`config.mk`:
```
export PLATFORM = sky130hd
export DESIGN_NAME = hazard_control_unit
export DESIGN_NICKNAME = d
export VERILOG_FILES = /design/src/rtl/cpu_pkg.sv /design/src/rtl/hazard_fwd_select.sv /design/src/rtl/hazard_control_unit.sv
export SDC_FILE = /design/constraint.sdc
export NUM_CORES = 1
export LEC_CHECK = 0
export CAP_MARGIN = 20
export CORE_MARGIN = 8
export CORE_UTILIZATION = 54
export CTS_CLUSTER_DIAMETER = 100
export DETAILED_ROUTE_END_ITERATION = 16
export GPL_TIMING_DRIVEN = 0
export PLACE_DENSITY = 0.95
export SETUP_SLACK_MARGIN = 0.4
export SLEW_MARGIN = 20
export SYNTH_ARGS = -nofsm -noshare
export SYNTH_HDL_FRONTEND = slang
export SYNTH_SLANG_ARGS = --single-unit
```
`constraint.sdc`:
```
create_clock -name clk -period 6.1 [get_ports clk]
set_input_delay 1.22 -clock clk [delete_from_list [all_inputs] [get_ports clk]]
set_output_delay 1.22 -clock clk [all_outputs]
set_load 0.1 [all_outputs]
```
`src/rtl/cpu_pkg.sv`:
```
// Shared types for the pipeline hazard/sequencing logic.
//   fwd_src_t  : operand source select driven to the execute-stage operand muxes
//   hz_state_t : hazard sequencer state
//   shadow_t   : copy of the control fields of the instruction in EXECUTE or
//                MEMORY_ACCESS, used for dependency checks
package cpu_pkg;

  // Shadow entries are sized for the core's 32-entry register file.
  localparam int REG_ADDR_W = 5;
  localparam int FWD_SEL_W  = 2;

  typedef enum logic [FWD_SEL_W-1:0] {
    DECODE_RF_OPERAND      = 2'd0,
    MEM_ACCESS_DM_OPERAND  = 2'd1,
    EXECUTE_ALU_OPERAND    = 2'd2,
    MEM_ACCESS_ALU_OPERAND = 2'd3
  } fwd_src_t;

  typedef enum logic [1:0] {
    RUN        = 2'd0,
    LOAD_STALL = 2'd1,
    MD_WAIT    = 2'd2
  } hz_state_t;

  typedef struct packed {
    logic                  valid;
    logic [REG_ADDR_W-1:0] rd;
    logic                  we;
    logic                  is_load;
  } shadow_t;

endpackage

```
`src/rtl/hazard_fwd_select.sv`:
```
// Operand forwarding select for one source operand (purely combinational).
// Ports:
//   rs, rs_used               : source register address and whether it is read
//   ex_* / mem_*              : shadow entry of the EXECUTE / MEMORY_ACCESS stage
//   fwd_sel                   : chosen operand source (fwd_src_t encoding)
//   load_use                  : operand depends on a load still in EXECUTE
// EXECUTE is the youngest producer so it wins over MEMORY_ACCESS. A load in
// EXECUTE has no data yet; that case is reported through load_use and the
// select falls through to the older stage. x0 is hardwired zero and is never
// forwarded.
module hazard_fwd_select
  import cpu_pkg::*;
#(
  parameter int REGISTER_SIZE = 5,
  parameter int FWD_SEL_SIZE  = 2
) (
  input  logic [REGISTER_SIZE-1:0] rs,
  input  logic                     rs_used,
  input  logic                     ex_valid,
  input  logic [REGISTER_SIZE-1:0] ex_rd,
  input  logic                     ex_we,
  input  logic                     ex_is_load,
  input  logic                     mem_valid,
  input  logic [REGISTER_SIZE-1:0] mem_rd,
  input  logic                     mem_we,
  input  logic                     mem_is_load,
  output logic [FWD_SEL_SIZE-1:0]  fwd_sel,
  output logic                     load_use
);

  logic     rs_live;
  logic     ex_match;
  logic     mem_match;
  fwd_src_t sel;

  assign rs_live   = rs_used && (rs != '0);
  assign ex_match  = rs_live && ex_valid && ex_we && (ex_rd == rs);
  assign mem_match = rs_live && mem_valid && mem_we && (mem_rd == rs);

  always_comb begin
    sel = DECODE_RF_OPERAND;
    if (ex_match && !ex_is_load) begin
      sel = EXECUTE_ALU_OPERAND;
    end else if (mem_match) begin
      sel = mem_is_load ? MEM_ACCESS_DM_OPERAND : MEM_ACCESS_ALU_OPERAND;
    end
  end

  assign fwd_sel  = FWD_SEL_SIZE'(sel);
  assign load_use = ex_match && ex_is_load;

endmodule

```
`src/rtl/hazard_control_unit.sv`:
```
// Pipeline sequencer for the 5-stage core, sitting beside decode.
// Tracks the destination registers of the instructions in EXECUTE and
// MEMORY_ACCESS, drives the fetch->decode and decode->execute flop enables,
// the operand forwarding selects, load-use stalls, taken-jump fetch flush and
// the start/wait handshake of the multi-cycle M-extension unit.
// Ports:
//   clk, rst                  : clock, synchronous active-high reset
//   dec_*                     : fields of the instruction currently in decode
//   jbl_taken                 : jump/branch resolved taken in decode
//   md_done                   : M unit result valid (single-cycle pulse)
//   f_to_d_enable_ff          : enable for the fetch->decode flop
//   d_to_e_enable_ff          : enable for the decode->execute flop
//   bubble_execute            : load NOP controls into the execute flop
//   flush_decode              : load NOP into the fetch->decode flop
//   fwd_sel_a / fwd_sel_b     : operand A/B source (fwd_src_t)
//   md_start / md_abort       : single-cycle start / timeout pulses to the M unit
//   stall_count               : saturating count of cycles with d_to_e_enable_ff=0
//   dbg_state                 : current sequencer state (hz_state_t encoding)
// Handshake with the M unit: md_start is a one-cycle request issued from RUN;
// the unit answers with a one-cycle md_done pulse, which is only honoured in
// MD_WAIT. If no md_done arrives within MD_TIMEOUT cycles the instruction is
// dropped with a one-cycle md_abort.
module hazard_control_unit
  import cpu_pkg::*;
#(
  parameter int REGISTER_SIZE = 5,
  parameter int FWD_SEL_SIZE  = 2,
  parameter int MD_TIMEOUT    = 64,
  parameter int STALL_CNT_W   = 32
) (
  input  logic                     clk,
  input  logic                     rst,
  input  logic                     dec_valid,
  input  logic [REGISTER_SIZE-1:0] dec_rs1,
  input  logic [REGISTER_SIZE-1:0] dec_rs2,
  input  logic                     dec_rs1_used,
  input  logic                     dec_rs2_used,
  input  logic [REGISTER_SIZE-1:0] dec_rd,
  input  logic                     dec_rd_we,
  input  logic                     dec_is_load,
  input  logic                     dec_is_muldiv,
  input  logic                     jbl_taken,
  input  logic                     md_done,
  output logic                     f_to_d_enable_ff,
  output logic                     d_to_e_enable_ff,
  output logic                     bubble_execute,
  output logic                     flush_decode,
  output logic [FWD_SEL_SIZE-1:0]  fwd_sel_a,
  output logic [FWD_SEL_SIZE-1:0]  fwd_sel_b,
  output logic                     md_start,
  output logic                     md_abort,
  output logic [STALL_CNT_W-1:0]   stall_count,
  output logic [1:0]               dbg_state
);

  localparam int MD_CTR_W = $clog2(MD_TIMEOUT);

  hz_state_t               state_q, state_d;
  shadow_t                 ex_q, mem_q;
  logic [MD_CTR_W-1:0]     md_ctr_q, md_ctr_d;
  logic [STALL_CNT_W-1:0]  stall_count_q;

  logic                    load_use_a, load_use_b, load_use;
  logic [FWD_SEL_SIZE-1:0] fwd_raw_a, fwd_raw_b;
  logic                    dec_muldiv;

  // ---------------------------------------------------------------------------
  // Forwarding / dependency detection, one instance per source operand
  // ---------------------------------------------------------------------------
  hazard_fwd_select #(
    .REGISTER_SIZE (REGISTER_SIZE),
    .FWD_SEL_SIZE  (FWD_SEL_SIZE)
  ) u_fwd_rs1 (
    .rs          (dec_rs1),
    .rs_used     (dec_rs1_used),
    .ex_valid    (ex_q.valid),
    .ex_rd       (ex_q.rd),
    .ex_we       (ex_q.we),
    .ex_is_load  (ex_q.is_load),
    .mem_valid   (mem_q.valid),
    .mem_rd      (mem_q.rd),
    .mem_we      (mem_q.we),
    .mem_is_load (mem_q.is_load),
    .fwd_sel     (fwd_raw_a),
    .load_use    (load_use_a)
  );

  hazard_fwd_select #(
    .REGISTER_SIZE (REGISTER_SIZE),
    .FWD_SEL_SIZE  (FWD_SEL_SIZE)
  ) u_fwd_rs2 (
    .rs          (dec_rs2),
    .rs_used     (dec_rs2_used),
    .ex_valid    (ex_q.valid),
    .ex_rd       (ex_q.rd),
    .ex_we       (ex_q.we),
    .ex_is_load  (ex_q.is_load),
    .mem_valid   (mem_q.valid),
    .mem_rd      (mem_q.rd),
    .mem_we      (mem_q.we),
    .mem_is_load (mem_q.is_load),
    .fwd_sel     (fwd_raw_b),
    .load_use    (load_use_b)
  );

  assign load_use   = load_use_a || load_use_b;
  assign dec_muldiv = dec_valid && dec_is_muldiv;

  // While reset is held the shadow entries may still carry stale contents, so
  // the selects are pinned to the register file.
  assign fwd_sel_a = rst ? FWD_SEL_SIZE'(DECODE_RF_OPERAND) : fwd_raw_a;
  assign fwd_sel_b = rst ? FWD_SEL_SIZE'(DECODE_RF_OPERAND) : fwd_raw_b;

  // ---------------------------------------------------------------------------
  // Sequencer: next state and control outputs
  // ---------------------------------------------------------------------------
  always_comb begin
    state_d          = state_q;
    md_ctr_d         = md_ctr_q;
    f_to_d_enable_ff = 1'b1;
    d_to_e_enable_ff = 1'b1;
    bubble_execute   = 1'b0;
    flush_decode     = 1'b0;
    md_start         = 1'b0;
    md_abort         = 1'b0;

    // Outputs sit at their idle values while reset is held; in particular a
    // reset that lands on the timeout cycle must not emit md_abort.
    if (!rst) begin
      case (state_q)
        RUN: begin
          if (load_use) begin
            f_to_d_enable_ff = 1'b0;
            d_to_e_enable_ff = 1'b0;
            bubble_execute   = 1'b1;
            state_d          = LOAD_STALL;
          end else if (dec_muldiv) begin
            md_start         = 1'b1;
            f_to_d_enable_ff = 1'b0;
            d_to_e_enable_ff = 1'b0;
            bubble_execute   = 1'b1;
            md_ctr_d         = '0;
            state_d          = MD_WAIT;
          end else if (jbl_taken && dec_valid) begin
            // Only reached when nothing is stalling, so a branch whose
            // operands are not ready yet never flushes.
            flush_decode = 1'b1;
          end
        end

        LOAD_STALL: begin
          // The load has moved to MEMORY_ACCESS and its data can now be
          // forwarded, so the dependent instruction normally advances. A
          // muldiv must not slip into execute without its start pulse, so it
          // is held for this one cycle and started from RUN next cycle.
          state_d = RUN;
          if (dec_muldiv) begin
            f_to_d_enable_ff = 1'b0;
            d_to_e_enable_ff = 1'b0;
            bubble_execute   = 1'b1;
          end
        end

        MD_WAIT: begin
          if (md_done) begin
            // A result arriving on the timeout cycle is still accepted.
            state_d = RUN;
          end else if (md_ctr_q == MD_CTR_W'(MD_TIMEOUT - 1)) begin
            // Give up: let the pipeline move on with a NOP in place of the
            // muldiv instruction.
            md_abort       = 1'b1;
            bubble_execute = 1'b1;
            state_d        = RUN;
          end else begin
            f_to_d_enable_ff = 1'b0;
            d_to_e_enable_ff = 1'b0;
            bubble_execute   = 1'b1;
            md_ctr_d         = md_ctr_q + 1'b1;
          end
        end

        default: begin
          state_d = RUN;
        end
      endcase
    end
  end

  // ---------------------------------------------------------------------------
  // State, shadow registers, timeout counter and stall counter
  // ---------------------------------------------------------------------------
  always_ff @(posedge clk) begin
    if (rst) begin
      state_q       <= RUN;
      ex_q          <= '0;
      mem_q         <= '0;
      md_ctr_q      <= '0;
      stall_count_q <= '0;
    end else begin
      state_q  <= state_d;
      md_ctr_q <= md_ctr_d;
      mem_q    <= ex_q;

      if (d_to_e_enable_ff && !bubble_execute) begin
        ex_q.valid   <= dec_valid;
        ex_q.rd      <= dec_rd;
        ex_q.we      <= dec_rd_we;
        ex_q.is_load <= dec_is_load;
      end else begin
        ex_q <= '0;
      end

      if (!d_to_e_enable_ff && (stall_count_q != '1)) begin
        stall_count_q <= stall_count_q + 1'b1;
      end
    end
  end

  assign stall_count = stall_count_q;
  assign dbg_state   = state_q;

endmodule
```
==> results of run 1 <==
metal layers:
metal	wire, um	up-vias	part of all wire	GRT usage
met4	111	0	0.014	0.0763
met1	3270	1350	0.40	0.228
met3	534	10	0.066	0.0416
met5	0	-	0	0
li1	-	1415	-	-
met2	4160	114	0.52	0.351
power groups by stage:
| stage | combinational (mW) | sequential, mW | clock, mW |
|---|---|---|---|
| finish | 0.102 | 0.379 | 0.204 |
| global route | 0.110 | 0.380 | 0.222 |
| CTS | 0.102 | 0.379 | 0.205 |
| detailed placement | 0.102 | 0.387 | 0 |
| global placement | 0.0993 | 0.386 | 0 |
| floorplan | 0.0603 | 0.391 | 0 |
cell type report:
| class | count | area share |
|---|---|---|
| Sequential cell | 56 | 0.294 |
| Buffer | 13 | 0.0190 |
| Multi-Input combinational cell | 260 | 0.453 |
| Inverter | 12 | 0.0118 |
| Timing Repair Buffer | 68 | 0.176 |
| Tap cell | 72 | 0.0236 |
| Clock buffer | 5 | 0.0180 |
| Clock inverter | 3 | 0.00492 |
cell families after synthesis:
kind of cell	after synthesis	synth area share
flops	56	0.379
compound gates	70	0.166
fa+ha+maj	2	0.00845
mux	5	0.0186
simple gates	158	0.314
buf+inv	25	0.0397
xor+xnor	25	0.0740
sequential cells by signal (all words and copies together) (netlist names):
name	cells
mem_q	8
ex_q	8
dbg_state	2
md_ctr_q	6
stall_count	32
worst max-delay path, stage by stage:
cell	delay (ns)
clkdlybuf4s50_1	0.49
or4_1	0.56
o21ai_1	0.30
nor4_4	0.14
o31ai_4	0.44
buf_4	0.27
dlygate4sd2_1	0.88
cell usage in the layout, fill, tap and decap left out, types with 8 or more instances in the layout:
| cell type | n |
|---|---|
| clkdlybuf4s50_1 | 63 |
| dfxtp_1 | 56 |
| nand2_1 | 31 |
| a21oi_1 | 26 |
| or4_1 | 25 |
| xnor2_1 | 22 |
| o31ai_1 | 22 |
| nor2_1 | 19 |
| nor2b_1 | 14 |
| nand4_1 | 13 |
| inv_1 | 12 |
| nand3_1 | 11 |
| nor3_1 | 11 |
| nor4_1 | 8 |
stage by stage:
step / std cells / area (um^2) / power (mW) / worst slack [ns] / hold WS (ns)
6_report: 489 / 3810 / 0.685 / 0.571 / 0.502
2_1_floorplan: 341 / 2970 / 0.451 / 0.643 / 0.459
4_1_cts: 489 / 3820 / 0.685 / 0.401 / 0.505
5_1_grt: 489 / 3810 / 0.712 / 0.433 / 0.520
3_5_place_dp: 481 / 3740 / 0.489 / 0.187 / 0.480
3_3_place_gp: 481 / 3740 / 0.486 / 0.229 / 0.470
repair_timing:
item | in CTS | in global routing
hold buffers | 0 | 0
pin swaps | 0 | 0
setup endpoints to repair | 4 | 3
resized for setup | 4 | 5
path summary, 6_finish.rpt:
path	startpoint	endpoint	slack, ns	cells past startpoint
worst max register to register	stall_count[24]	stall_count[1]	3.58	7
worst min-delay path	ex_q[7]	mem_q[7]	0.50	1
worst max-delay path	dec_rs2[0]	d_to_e_enable_ff	0.57	7
worst min register to register	ex_q[7]	mem_q[7]	0.50	1
==> flow_metrics.py, run 1 <==
metrics = {
    "status": {
        "outcome": "finished clean",
    },
    "route": {
        "drt_iter0_drc": 294,
        "via_count": 2889,
        "drc": 0,
        "drtPass1Iterations": 5,
        "routedWlPerCell_um": 16.5,
        "antenna_left": 0,
        "vias_per_cell": 5.91,
        "routed_wl_mm": 8.07,
    },
    "placement": {
        "place.gp.congestion": 0.887,
        "numPortBuffers": 68,
        "dpl.hpwl_mm": 6.13,
    },
    "cells_and_area": {
        "fill_cells": 430,
        "multi_input_area_um2": 1730,
        "layout-drive-gt1-share": 0.0791,
        "utilization": 0.706,
        "layout.nets": 443,
        "area_delta_synth_final_pct": 28.8,
        "antennaDiodeCount": 0,
        "seq_area_um2": 1120,
    },
    "global_routing": {
        "grt_pass1_wl_mm": 13.7,
        "grt_pass1_vias": 2959,
        "overflow": 0,
        "grt_usage": 0.199,
        "antenna_found_initial": 0,
        "grt_start_max_net_pins": 18,
    },
    "sta": {
        "finalHoldViolations": 0,
        "final.setup_skew_ns": 0.00953,
        "min_period_over_period": 0.906,
        "relSlewSlack": 0.332,
        "report.final.slew_viol_count": 0,
        "rsz0062_at_grt": "no",
        "tightest_slew_ns": 1.00,
        "max_freq_mhz": 181,
        "finalSetupViolations": 0,
        "finalCriticalPeriod_ns": 5.53,
        "tns_ns": 0,
    },
    "synth": {
        "synth_top_cell_by_area": "dfxtp_1",
        "yosysMostFrequentCell": "dfxtp_1",
        "ys_async_sr_fraction": 0,
        "ys_top_cells_by_count": "dfxtp_1 (56), nand2_1 (31), a21oi_1 (26), or4_1 (25)",
        "netlist_area_um2": 2960,
        "ys_ff_latch": 56,
        "syn_inst": 341,
        "synth-edff-count": 0,
        "yosysWarningCount": 0,
        "syn-num-nets": 368,
        "synth.avg_cell_area_um2": 8.68,
        "synth_ff_type": "dfxtp_1",
        "synth_area_leaders": "dfxtp_1 (38%), xnor2_1 (6.5%), or4_1 (6.3%)",
        "synth_top_area_frac": 0.379,
        "synth.distinct_cells": 45,
        "ys_seq_area_frac": 0.379,
    },
    "setup_path": {
        "required_ns": 4.88,
        "start_kind": "primary input",
        "crit_type": "primary input to output pin",
        "crit_fanout": 11,
        "endpoint_kind": "output pin",
        "crit_arrival_ns": 4.31,
    },
    "floorplan": {
        "rows": 27,
        "die_x_um": 90.0,
        "start_util": 0.548,
        "dieArea_um2": 8110,
        "die_y_um": 90.0,
        "core_area_um2": 5410,
        "pin_count": 69,
    },
    "power_and_ir_drop": {
        "peakVddDrop_v": 0.000160,
        "netSwitchingPower_uw": 192,
        "power.density_nw_per_um2": 180,
        "p_sw_frac": 0.281,
        "leakage_nw": 1.24,
        "p_int_uw": 492,
        "pwr-share-seq": 0.553,
        "comb_power_share": 0.149,
        "clock_power_share": 0.298,
    },
    "clock_tree": {
        "h-tree-depth": 2,
        "post-cts-setup-buffer-count": 0,
        "cts_tree": "yes",
        "clock_sinks": 56,
        "clockRootBuffer": "clkbuf_8",
        "clk_pin_slew_ns": 0.10,
        "cts_buffers": 5,
        "cts_buffer_depth": 2,
        "clk_latency_ns": 0.32,
    },
    "flow_run": {
        "cap_violations": 0,
    },
    "hold_path": {
        "hp-class": "register to register",
    },
}
Power figures use the tool's default switching activity.
==> run 2, diff against run 1 <==
--- a/config.mk
+++ b/config.mk
@@ -7,11 +7,11 @@
 export LEC_CHECK = 0
 export CAP_MARGIN = 20
 export CORE_MARGIN = 8
-export CORE_UTILIZATION = 54
+export CORE_UTILIZATION = 45
 export CTS_CLUSTER_DIAMETER = 100
 export DETAILED_ROUTE_END_ITERATION = 16
 export GPL_TIMING_DRIVEN = 0
-export PLACE_DENSITY = 0.95
+export PLACE_DENSITY = 0.86
 export SETUP_SLACK_MARGIN = 0.4
 export SLEW_MARGIN = 20
 export SYNTH_ARGS = -nofsm -noshare
==> constraint.sdc (replaced) <==
create_clock -name clk -period 4.8 [get_ports clk]
set_input_delay 0.96 -clock clk [delete_from_list [all_inputs] [get_ports clk]]
set_output_delay 0.96 -clock clk [all_outputs]
set_load 0.1 [all_outputs]
==> flow_metrics.py, run 2 (synthesis results as in run 1) <==
metrics = {
    "status": {
        "outcome": "finished clean",
    },
    "route": {
        "via_count": 2950,
        "drt_iter0_drc": 137,
        "antenna_left": 0,
        "vias_per_cell": 5.94,
        "drtPass1Iterations": 4,
        "routedWlPerCell_um": 17.1,
        "drc": 0,
        "routed_wl_mm": 8.48,
    },
    "setup_path": {
        "crit_fanout": 4,
        "required_ns": 3.84,
        "r2r-start": "dbg_state[1]",
        "r2r_cells": 8,
        "start_kind": "primary input",
        "endpoint_kind": "output pin",
        "crit_type": "primary input to output pin",
        "r2r_slack_ns": 2.20,
        "crit_arrival_ns": 3.34,
        "rr_endpoint": "stall_count[26]",
    },
    "floorplan": {
        "pin_count": 69,
        "rows": 29,
        "die_y_um": 97.1,
        "dieArea_um2": 9430,
        "die_x_um": 97.1,
        "core_area_um2": 6350,
        "start_util": 0.466,
    },
    "cells_and_area": {
        "mostFrequentLayoutCell": "clkdlybuf4s50_1",
        "antennaDiodeCount": 0,
        "fin_area_um2": 3870,
        "layout-drive-gt1-share": 0.110,
        "largest_reg_flops": 32,
        "layout.nets": 446,
        "utilization": 0.610,
        "finalNonFillerCells": 497,
        "layout_common_cells": "clkdlybuf4s50_1 (58), dfxtp_1 (56), nand2_1 (31)",
        "area_delta_synth_final_pct": 30.9,
        "fill_cells": 565,
        "seq_area_um2": 1120,
        "multi_input_area_um2": 1760,
    },
    "placement": {
        "dpl.hpwl_mm": 6.35,
        "place.gp.congestion": 0.902,
        "dp_cells": 486,
        "numPortBuffers": 68,
        "dpl_cell_area_um2": 3760,
    },
    "clock_tree": {
        "clock_sinks": 56,
        "cts_tree": "yes",
        "clk_pin_slew_ns": 0.09,
        "cts_buffers": 5,
        "cts_buffer_depth": 2,
        "h-tree-depth": 2,
        "clk_latency_ns": 0.31,
        "clockRootBuffer": "clkbuf_8",
    },
    "sta": {
        "finalHoldViolations": 0,
        "min_period_over_period": 0.895,
        "max_freq_mhz": 233,
        "finalSetupViolations": 0,
        "report.final.slew_viol_count": 0,
        "finalCriticalPeriod_ns": 4.30,
        "tightest_slew_ns": 0.985,
        "relSlewSlack": 0.342,
        "final.setup_skew_ns": 0.00833,
        "rsz0062_at_grt": "yes",
    },
    "hold_path": {
        "hp-class": "register to register",
        "whs_path_depth": 2,
        "hold_path_startpoint": "stall_count[13]",
        "hold_path_end": "stall_count[13]",
    },
    "power_and_ir_drop": {
        "power.density_nw_per_um2": 227,
        "peakVddDrop_v": 0.000132,
        "leakage_nw": 1.26,
    },
    "flow_run": {
        "cap_violations": 0,
    },
    "global_routing": {
        "grt_start_max_net_pins": 16,
        "grt_pass1_vias": 2893,
        "antenna_found_initial": 0,
        "grt_pass1_wl_mm": 13.9,
        "overflow": 0,
        "grt_usage": 0.172,
    },
}
## run 2: cell types whose count changed in the layout (fill, tap and decap cells not counted), sizes merged
cell           before  now
clkbuf             11   13
clkinv              3    0
buf                 9   17
clkdlybuf4s15       0    3
dlymetal6s2s        1    0
dlygate4sd2         2    1
clkdlybuf4s50      63   58
## run 2: metrics by stage
step           total power, mW  TNS (ns)  setup slack [ns]  hold WS [ns]
2_1_floorplan            0.574         0             0.311         0.459
3_3_place_gp             0.620     -2.29            -0.584         0.480
3_5_place_dp             0.624     -2.46            -0.589         0.491
4_1_cts                  0.883         0             0.336         0.508
5_1_grt                  0.916         0             0.311         0.530
6_report                 0.880         0             0.503         0.507
## run 2: metal layers
metal / routed length [um] / vias to the layer above / share of wire / global-route usage
li1: - / 1422 / - / -
met1: 3730 / 1413 / 0.44 / 0.206
met2: 4170 / 102 / 0.49 / 0.304
met3: 480 / 13 / 0.057 / 0.0398
met4: 97 / 0 / 0.011 / 0.0320
met5: 0 / - / 0 / 0
## run 2: worst max-delay path by stage
stage	from	endpoint	slack, ns
finish	dec_rs2[0]	flush_decode	0.50
global route	dec_rs2[0]	flush_decode	0.31
CTS	dec_rs2[0]	f_to_d_enable_ff	0.34
detailed placement	dec_rs1[0]	f_to_d_enable_ff	-0.59
global placement	dec_rs1[0]	f_to_d_enable_ff	-0.58
floorplan	dec_rs2[0]	flush_decode	0.31
## run 2: critical path: stages
cell and delay (ns):
clkdlybuf4s50_1 0.49, or4_1 0.54, o21ai_1 0.30, nor4_4 0.13
o21ai_1 0.27, nand2_1 0.16, nor3_2 0.17, buf_4 0.31
## run 2: final cells by class
type,count,area share
multi-input cells,260,0.453
flip-flops and latches,56,0.289
repair buffers,71,0.178
well taps,77,0.0249
clock buffers,8,0.0233
plain buffers,13,0.0197
inverters,12,0.0116
## run 2: power by group
part	leakage [nW]	internal [mW]	switching, mW	total, mW
registers	0.454	0.473	0.00846	0.481
logic	0.761	0.0536	0.0819	0.135
clock network	0.0455	0.118	0.145	0.263
total	1.26	0.644	0.236	0.880
## run 2: repair_timing
item                                    in CTS  in global routing
pin swaps                                    2                  1
hold buffers                                 0                  0
endpoints found under the setup margin      10                  5
cloned                                       0                  0
resized for setup                           42                  5
buffers inserted                             1                  2
==> run 3, diff against run 2 <==
--- a/config.mk
+++ b/config.mk
@@ -12,7 +12,6 @@
 export DETAILED_ROUTE_END_ITERATION = 16
 export GPL_TIMING_DRIVEN = 0
 export PLACE_DENSITY = 0.86
-export SETUP_SLACK_MARGIN = 0.4
 export SLEW_MARGIN = 20
 export SYNTH_ARGS = -nofsm -noshare
 export SYNTH_HDL_FRONTEND = slang
==> flow_metrics.py, run 3 (synthesis results as in run 1) <==
metrics = {
    "power_and_ir_drop": {
        "p_sw_frac": 0.274,
        "leakage_nw": 1.30,
        "total_power_uw": 858,
        "netSwitchingPower_uw": 236,
        "peakVddDrop_v": 0.000137,
        "pwr-share-seq": 0.561,
        "comb_power_share": 0.149,
        "p_int_uw": 623,
        "clock_power_share": 0.290,
        "power.density_nw_per_um2": 225,
    },
    "setup_path": {
        "endpoint": "d_to_e_enable_ff",
        "crit_fanout": 11,
        "required_ns": 3.84,
        "r2r-start": "stall_count[11]",
        "crit_type": "primary input to output pin",
        "start_kind": "primary input",
        "r2r_slack_ns": 2.28,
        "cp-startpoint": "dec_rs2[0]",
        "endpoint_kind": "output pin",
        "crit_arrival_ns": 3.71,
        "rr_endpoint": "stall_count[1]",
        "r2r_cells": 7,
    },
    "sta": {
        "finalCriticalPeriod_ns": 4.67,
        "tightest_slew_ns": 0.984,
        "finalSetupViolations": 0,
        "relSlewSlack": 0.342,
        "rsz0062_at_grt": "no",
        "hold-worst-slack_ns": 0.495,
        "final.setup_skew_ns": 0.00237,
        "tns_ns": 0,
        "max_freq_mhz": 214,
        "finalHoldViolations": 0,
        "min_period_over_period": 0.973,
        "report.final.slew_viol_count": 0,
    },
    "cells_and_area": {
        "area_delta_synth_final_pct": 29.1,
        "multi_input_area_um2": 1740,
        "seq_area_um2": 1120,
        "mostFrequentLayoutCell": "clkdlybuf4s50_1",
        "largest_reg_flops": 32,
        "layout_common_cells": "clkdlybuf4s50_1 (59), dfxtp_1 (56), nand2_1 (31)",
        "layout.nets": 443,
        "finalNonFillerCells": 493,
        "utilization": 0.602,
        "fill_cells": 528,
        "layout-drive-gt1-share": 0.0865,
        "antennaDiodeCount": 0,
    },
    "hold_path": {
        "whs_path_depth": 1,
        "hp-class": "register to register",
    },
    "global_routing": {
        "grt-busiest-layer": "met2",
        "grt_pass1_wl_mm": 13.4,
        "overflow": 0,
        "grt_usage": 0.165,
        "antenna_found_initial": 0,
        "grt_pass1_vias": 2882,
        "grt_start_max_net_pins": 16,
        "grtUsageMet3": 0.0477,
        "grt_util_met2": 0.274,
        "grtUsageMet1": 0.191,
    },
    "clock_tree": {
        "clk_pin_slew_ns": 0.09,
        "clock_sinks": 56,
        "cts_buffer_depth": 2,
        "clockRootBuffer": "clkbuf_8",
        "h-tree-depth": 2,
        "hold_buffers": 0,
        "cts_buffers": 5,
        "clk_latency_ns": 0.31,
        "cts_tree": "yes",
    },
    "floorplan": {
        "die_x_um": 97.1,
        "pin_count": 69,
        "dieArea_um2": 9430,
        "rows": 29,
        "start_util": 0.466,
        "die_y_um": 97.1,
        "core_area_um2": 6350,
    },
    "flow_run": {
        "cap_violations": 0,
    },
    "status": {
        "outcome": "finished clean",
    },
    "placement": {
        "numPortBuffers": 68,
        "dp_cells": 486,
        "dpl.hpwl_mm": 5.90,
        "place.gp.congestion": 0.879,
    },
    "route": {
        "via_count": 2939,
        "antenna_left": 0,
        "drtPass1Iterations": 6,
        "vias_per_cell": 5.96,
        "routedWlPerCell_um": 16.1,
        "drc": 0,
        "drt_iter0_drc": 149,
        "routed_wl_mm": 7.95,
    },
}
-- run 3: area by class of cell --
type                    instances  area share
plain buffers                  13      0.0190
clock buffers                   6      0.0190
clock inverters                 1     0.00131
inverters                      12      0.0118
multi-input cells             260       0.454
flip-flops and latches         56       0.293
well taps                      77      0.0252
repair buffers                 68       0.176
-- run 3: worst min path at each step --
stage / start / end / slack [ns]
floorplan: ex_q[1] / mem_q[1] / 0.46
global route: ex_q[1] / mem_q[1] / 0.51
global placement: ex_q[1] / mem_q[1] / 0.47
finish: ex_q[7] / mem_q[7] / 0.49
CTS: ex_q[1] / mem_q[1] / 0.50
detailed placement: ex_q[7] / mem_q[7] / 0.47
-- run 3: routing by layer --
metal / up-vias / share of wire
met2: 121 / 0.49
li1: 1419 / -
met3: 15 / 0.071
met1: 1384 / 0.42
met4: 0 / 0.020
met5: - / 0
-- run 3: metrics by stage --
| step | area [um^2] | setup WS, ns |
|---|---|---|
| 6_report | 3820 | 0.132 |
| 5_1_grt | 3820 | 0.00629 |
| 4_1_cts | 3840 | 0.0387 |
| 3_5_place_dp | 3750 | -0.540 |
| 3_3_place_gp | 3750 | -0.537 |
| 2_1_floorplan | 2980 | 0.251 |
-- run 3: worst max-delay path: stages --
cell,delay [ns]
clkdlybuf4s50_1,0.48
or4_1,0.55
o21ai_1,0.31
nor4_4,0.13
o31ai_4,0.42
buf_4,0.27
clkdlybuf4s15_2,0.58
-- run 3: repair_timing --
action	in CTS	in global routing
buffers inserted	0	0
endpoints found under the setup margin	5	8
resized for setup	15	12
endpoints found under the hold margin	0	0
-- run 3: power by group through the flow --
stage	Sequential [mW]	Combinational, mW	Clock (mW)
after floorplan	0.497	0.0767	0
after global routing	0.482	0.138	0.269
after detailed placement	0.492	0.129	0
final	0.481	0.128	0.249
after global placement	0.491	0.127	0
after CTS	0.481	0.129	0.251
